**config.mk**
```make
export PLATFORM = sky130hd
export DESIGN_NAME = cpld_ram_banker
export DESIGN_NICKNAME = d
export VERILOG_FILES = /design/src/rtl/cpld_ram_banker.sv
export SDC_FILE = /design/constraint.sdc
export NUM_CORES = 1
export LEC_CHECK = 0
export ABC_AREA = 1
export CAP_MARGIN = 5
export CORE_MARGIN = 2
export CORE_UTILIZATION = 37
export CTS_BUF_LIST = sky130_fd_sc_hd__clkbuf_16
export CTS_CLUSTER_SIZE = 24
export DETAILED_ROUTE_END_ITERATION = 7
export PLACE_DENSITY = 0.77
export REMOVE_ABC_BUFFERS = 1
export SLEW_MARGIN = 20
export SYNTH_ARGS = -nofsm -noshare
export SYNTH_HDL_FRONTEND = slang
export SYNTH_SLANG_ARGS = --single-unit
```
**constraint.sdc**
```tcl
create_clock -name clk -period 1.3 [get_ports clk]
set_clock_uncertainty 0.1 [all_clocks]
set_input_delay 0.13 -clock clk [delete_from_list [all_inputs] [get_ports clk]]
set_output_delay 0.13 -clock clk [all_outputs]
set_load 0.02 [all_outputs]
```
**src/rtl/cpld_ram_banker.sv**
```systemverilog
// CPC RAM-expansion banker: decodes 0x7Fxx bank writes and drives the external
// SRAM chip selects, high address bits, timed write strobe and RAMDIS.
// Optional build macro: M4_COMPAT_EN (adds o_wr_b_oe for M4-card write forcing).
`timescale 1ns/1ps
module cpld_ram_banker #(
  parameter int unsigned EXT_BITS = 1,
  parameter int unsigned NUM_CS   = 2,
  localparam int unsigned ADR_IO_W = (EXT_BITS == 0) ? 1 : EXT_BITS
) (
  input  logic                clk,
  input  logic                reset_b_w,
  input  logic                i_rfsh_b,
  input  logic                i_mreq_b,
  input  logic                i_iorq_b,
  input  logic                i_rd_b,
  input  logic                i_wr_b,
  input  logic                i_adr15,
  input  logic                i_adr14,
  input  logic [ADR_IO_W-1:0] i_adr_io,
  input  logic [7:0]          i_data,
  input  logic                i_overdrive,
  input  logic                i_cardsel,
  output logic [NUM_CS-1:0]   o_ramcs_b,
  output logic [4:0]          o_ramadrhi,
  output logic                o_ramwe_b,
  output logic                o_ramoe_b,
  output logic                o_ramdis,
  output logic                o_adr15_oe
`ifdef M4_COMPAT_EN
  ,
  output logic                o_wr_b_oe
`endif
);

  localparam int unsigned CHIP_W = ADR_IO_W;

  typedef enum logic [1:0] {
    ST_IDLE      = 2'd0,
    ST_WR_SETUP  = 2'd1,
    ST_WR_ACTIVE = 2'd2
  } wr_state_e;

  logic [2:0]        r_mode;
  logic [2:0]        r_block;
  logic [CHIP_W-1:0] r_chip;
  logic              r_adr15_q;
  wr_state_e         r_state;
  wr_state_e         w_state_nxt;

  logic              w_cfg_sel;
  logic              w_ext_hit;
  logic              w_sel;
  logic [1:0]        w_page;
  logic [1:0]        w_page_m3;
  logic [1:0]        w_p;
  logic              w_ramwe_b;
  logic              w_wr_b_oe;
  logic [NUM_CS-1:0] w_ramcs_b;

  // Bank register write: I/O write with A15 low and data[7:6] == 2'b11
  assign w_cfg_sel = !i_iorq_b && !i_wr_b && !i_adr15 && (i_data[7:6] == 2'b11);

  // Capture mode/block/chip on the falling clock edge
  always_ff @(negedge clk or negedge reset_b_w) begin
    if (!reset_b_w) begin
      r_mode  <= 3'd0;
      r_block <= 3'd0;
      r_chip  <= '0;
    end else if (w_cfg_sel) begin
      r_mode  <= i_data[2:0];
      r_block <= i_data[5:3];
      r_chip  <= (EXT_BITS == 0) ? '0 : ~i_adr_io;
    end
  end

  // Hold A15 from before MREQ so a forced bus A15 cannot disturb mode-3 decode
  always_ff @(negedge clk or negedge reset_b_w) begin
    if (!reset_b_w) begin
      r_adr15_q <= 1'b0;
    end else if (i_mreq_b) begin
      r_adr15_q <= i_adr15;
    end
  end

  // Mode map: decide whether the current page hits external SRAM and which page
  always_comb begin
    w_page    = {i_adr15, i_adr14};
    w_page_m3 = {r_adr15_q, i_adr14};
    w_ext_hit = 1'b0;
    w_p       = w_page;
    case (r_mode)
      3'd0: begin
        w_ext_hit = 1'b0;
      end
      3'd1: begin
        if (w_page == 2'd3) begin
          w_ext_hit = 1'b1;
          w_p       = 2'd3;
        end
      end
      3'd2: begin
        w_ext_hit = 1'b1;
      end
      3'd3: begin
        // page 1 lands on the page-3 bank only when A15 is being forced high
        w_p = 2'd3;
        if ((w_page_m3 == 2'd3) || ((w_page_m3 == 2'd1) && i_overdrive)) begin
          w_ext_hit = 1'b1;
        end
      end
      default: begin
        if (w_page == 2'd1) begin
          w_ext_hit = 1'b1;
          w_p       = r_mode[1:0];
        end
      end
    endcase
  end

  // Chip select is qualified by a genuine memory cycle (no I/O, no refresh)
  assign w_sel = w_ext_hit && i_cardsel && !i_mreq_b && i_rfsh_b && i_iorq_b;

  // One-hot-low chip select for the chip chosen by the last bank write
  always_comb begin
    w_ramcs_b = '1;
    if (w_sel) begin
      w_ramcs_b[r_chip] = 1'b0;
    end
  end

  // Write FSM state register
  always_ff @(posedge clk or negedge reset_b_w) begin
    if (!reset_b_w) begin
      r_state <= ST_IDLE;
    end else begin
      r_state <= w_state_nxt;
    end
  end

  // Write FSM next state and write-strobe outputs
  always_comb begin
    w_state_nxt = r_state;
    w_ramwe_b   = 1'b1;
    w_wr_b_oe   = 1'b0;
    case (r_state)
      ST_IDLE: begin
        if (!i_mreq_b && i_rd_b && i_rfsh_b) begin
          w_state_nxt = ST_WR_SETUP;
        end
      end
      ST_WR_SETUP: begin
        w_state_nxt = ST_WR_ACTIVE;
        w_wr_b_oe   = i_overdrive && w_ext_hit;
      end
      ST_WR_ACTIVE: begin
        w_ramwe_b = !(!i_wr_b && w_ext_hit && i_cardsel);
      end
      default: begin
        w_state_nxt = ST_IDLE;
      end
    endcase
    if (i_mreq_b) begin
      w_state_nxt = ST_IDLE;
    end
  end

  assign o_ramcs_b  = w_ramcs_b;
  assign o_ramadrhi = {r_block, w_p};
  assign o_ramwe_b  = w_ramwe_b;
  assign o_ramoe_b  = i_rd_b || (&w_ramcs_b);
  assign o_ramdis   = w_ext_hit && i_cardsel;
  assign o_adr15_oe = i_overdrive && (r_mode == 3'd3) && i_adr14 && !i_mreq_b;

`ifdef M4_COMPAT_EN
  assign o_wr_b_oe = w_wr_b_oe;
`else
  logic w_unused;
  assign w_unused = w_wr_b_oe;
`endif

endmodule

```
=== Word level (Yosys, flattened, before mapping) ===
Index checks and enable logic that the tools add are counted.

* $lt $le $gt $ge: 2
* Shifts and indexed selects: 0
* Bitwise gates (word level): 2
* $mul: 0
* Muxes and demuxes: 14
* Equal/unequal tests: 12
* Divide/modulo/power cells: 0
* Add/subtract/negate cells: 0
* Reductions and logical operators: 28

{| class="wikitable"
|+ Operator list
! kind !! count
|-
| logical AND 1 bit || 16
|-
| case mux 2 bit (3 select lines) || 2
|-
| 2-to-1 mux 2 bit || 5
|-
| == test 2 bit, second input constant || 4
|-
| == test 2 x 1 -> 1 bit, second input constant || 3
|-
| == test 3 x 2 -> 1 bit, second input constant || 2
|-
| logical NOT 1 bit || 5
|-
| 2-to-1 mux 1 bit || 5
|-
| case mux 1 bit (4 select lines) || 1
|-
| AND reduction 2 bit || 2
|-
| == test 3 x 1 -> 1 bit, second input constant || 1
|-
| logical NOT 3 bit || 1
|-
| inequality test 3 bit, second input constant || 1
|-
| logical NOT 2 bit || 1
|-
| logical OR 1 bit || 2
|-
| less-than comparator 1 x 2 -> 1 bit, second input constant || 1
|-
| inequality test 2 bit, second input constant || 1
|-
| inverter 2 bit || 1
|-
| OR reduction 2 bit || 1
|-
| demux 1 bit (select 1 bit) || 1
|-
| >= comparator 1 bit, second input constant || 1
|-
| inverter 1 bit || 1
|}

* Bits in read-only memories: 0
* Register bits after elaboration: 10
* Latch bits: 0
* Memories kept: 0
* Output and inout port bits: 11
* Memory bits (writable): 0

=== Longest topological paths before layout ===
* Depth after elaboration: 12
* Mapped depth: 7

==> results_dict.tcl <==
set metrics [dict create \
    synth_seq_cells 10 \
    globalRoute.totalOverflow 0 \
    chipWidth_microns 43.0 \
    avgRoutedWirePerCell_microns 16.0 \
    number_of_failing_hold_endpoints_at_the_final_stage 0 \
    synth.area.mux_share_pct 0 \
    power.density_cell_area_mw_per_mm2 1230 \
    io_buffers 30 \
    placementRows 14 \
    crit_arrival_ns 2.12 \
    dieHeight_microns 43.0 \
    route.detailed.drc 0 \
    place_inst 131 \
    timing.critical_path.to_type "output port" \
    timing.critical_path.slowest_cell_delay_ns 0.34 \
    floorplan.die_area_sq_mm 0.00185 \
    min_path_type "in2async" \
    crit_buf_inv 3 \
    synth.cell_area_sq_um 562 \
    global_route.usage.total_pct 23.4 \
    nFillCells 77 \
    htree_num_levels 1 \
    floorplan.io_pins 31 \
    violations "setup timing" \
    timing.critical_path.fanout_max 4 \
    post_synth_num_cell_types 19 \
    yosysSeqAreaShare_pct 44.5 \
    cts-root-buf "clkbuf_16" \
    vias_in_the_first_global_route 675 \
    drt_first_iter_violations 15 \
    layout.cells.most_common "buf_4" \
    cts.reportedPaths.clkPinSlew_ns 0.04 \
    grt_first_pass_wirelength_mm 3.03 \
    static-leakage-power_nw 0.582 \
    peakVddDrop_mv 1.03 \
    dpl.hpwl_mm 1.23 \
    finalMaxSlewViolations 0 \
    synth_warnings 0 \
    path_delay_family "buffers and inverters" \
    tritoncts "done" \
    syn_area_per_cell_sq_um 8.03 \
    finalWeightedCongestion 0.763 \
    finalNonFillerCells 141 \
    multiInputGateArea_sq_um 360 \
    critical_path.most_common_cell "nand2_2" \
    tritoncts.num_buffers 3 \
    grt_max_degree 11 \
    share_of_synthesized_cell_area_in_and_or_nand_and_nor_gates_pct 27.8 \
    area_growth_syn_to_layout_pct 117 \
    post_syn_instances 70 \
    effective_utilization_at_floorplan_pct 38.2 \
    setup-violations-final 18 \
    final_worst_setup_slack_ns -1.05 \
    timing.critical_path.slowest_stage_cell "dfrtn_1" \
    required_time_worst_endpoint_ns 1.07 \
    inserted_diodes 0 \
    cp-start-kind "flip-flop" \
    total_area_of_sequential_cells_sq_um 250 \
    totalWireLength_mm 2.26 \
    post_route_cells_drive_above_1_share_pct 50.4 \
    ctsLongestPathBuffers 2 \
    path_cells "buf_4 > nor2_4 > nand2_2 > nand2_2 > nand2_2 > nand2_2 > buf_6 > nand4_1 > buf_4" \
    maxCapViolCount 0 \
    worst-slew-pin-transition_ns 0.263 \
    vias 731 \
    num-nets-final 146 \
    ant_nets 0 \
    drt-vias-per-instance 5.18 \
    grt_antenna_before_repair 0 \
    cts_num_sinks 10 \
    synth_compound_gate_area_share_pct 16.9 \
    final_cell_mix "buf_4, clkdlybuf4s50_1, inv_1" \
    timing_worst_setup_path_type "reg2out" \
    pre_cts_slack_ns -1.13 \
    clk_latency_ns 0.24 \
    detailedRoute.firstPassIterationCount 4 \
    synth_top_family_by_area "simple AND/OR/NAND/NOR gates" \
    post_synth_fa_ha_maj_area_fraction_pct 0 \
    grt_setup_unrepaired "true" \
    design.core.area_sq_mm 0.00147 \
    synth_xor_xnor_area_share_pct 0 \
    relative_slew_slack_pct 82.3 \
    run_status "complete, but fails checks" \
]
==> routing by layer <==
| metal | vias to the layer above | part of all wire (%) | track usage [%] |
|---|---|---|---|
| li1 | 338 | - | - |
| met1 | 343 | 33 | 24.9 |
| met2 | 42 | 55 | 41.5 |
| met3 | 8 | 6.9 | 3.40 |
| met4 | 0 | 4.2 | 16.4 |
| met5 | - | 0 | 0 |
==> power breakdown <==
group | total (W) | leakage (nW) | internal (W) | switching (W)
Sequential | 0.000423 | 0.124 | 0.000367 | 0.0000552
Combinational | 0.000511 | 0.420 | 0.000264 | 0.000248
Clock | 0.000561 | 0.0385 | 0.000404 | 0.000156
Total | 0.00149 | 0.582 | 0.00104 | 0.000459
==> what timing repair did <==
action,4_1_cts,5_1_grt
hold buffers,0,0
setup buffers,2,3
endpoints found under the hold margin,0,0
cloned,1,0
pin swaps,6,8
setup endpoints to repair,19,18
resized for setup,89,17
==> cells in the mapped netlist <==
master / number / area [sq um]
nor2_1: 8 / 30.0
nand4_1: 4 / 25.0
nor3_2: 1 / 10.0
dfrtn_1: 8 / 200
dfrtp_1: 2 / 50.1
a21oi_1: 1 / 5.00
nor4_1: 2 / 12.5
nand2_1: 14 / 52.6
o21a_1: 1 / 7.51
o21ai_0: 3 / 15.0
o21ai_2: 5 / 43.8
a21oi_2: 2 / 17.5
nand3_1: 1 / 5.00
nand3_2: 1 / 10.0
a31oi_1: 1 / 6.26
nor3_1: 1 / 5.00
buf_6: 1 / 11.3
and2_1: 1 / 6.26
inv_1: 13 / 48.8
==> per-stage QoR <==
stage	hold slack [ns]	TNS, ns	cell area [sq um]	utilization, %	power (W)
3_3_place_gp	0.332	-16.66	1000	68.2	0.000782
2_1_floorplan	-0.266	-7.69	551	-	0.000572
5_1_grt	0.118	-11.52	1220	82.7	0.00155
6_report	0.107	-10.68	1220	82.7	0.00149
4_1_cts	0.120	-10.19	1130	76.7	0.00139
3_5_place_dp	0.332	-17.03	1000	68.2	0.000794
==> final timing paths <==
check / start / endpoint / slack [ns] / cells after the start
max: r_mode[2] / o_ramoe_b / -1.05 / 9
min: reset_b_w / r_state[1] / 0.11 / 2
max reg2reg: r_state[0] / r_state[0] / 0.26 / 2
min reg2reg: r_block[1] / r_block[1] / 0.39 / 2
max in group asynchronous: reset_b_w / r_mode[1] / 0.35 / 2
min in group clk: i_mreq_b / r_state[1] / 0.36 / 4
==> registers in the layout, indices dropped and copies added, names as in the netlist <==
register,cells
r_state,2
r_mode,3
r_adr15_q,1
r_chip,1
r_block,3
==> cell type report <==
type | instances | area share, %
Clock inverter | 1 | 0.308
Tap cell | 16 | 1.64
Sequential cell | 10 | 20.6
Clock buffer | 3 | 6.17
Timing Repair Buffer | 51 | 37.7
Inverter | 13 | 4.01
Multi-Input combinational cell | 47 | 29.6
==> logic make-up (layout without fill, tap and decap cells) <==
| family | after synthesis | after routing |
|---|---|---|
| flip-flops | 10 | 10 |
| AND/OR/NAND/NOR | 33 | 34 |
| AO/OA/AOI/OAI | 13 | 13 |
| buffers and inverters | 14 | 68 |
Power figures use the tool's default switching activity.
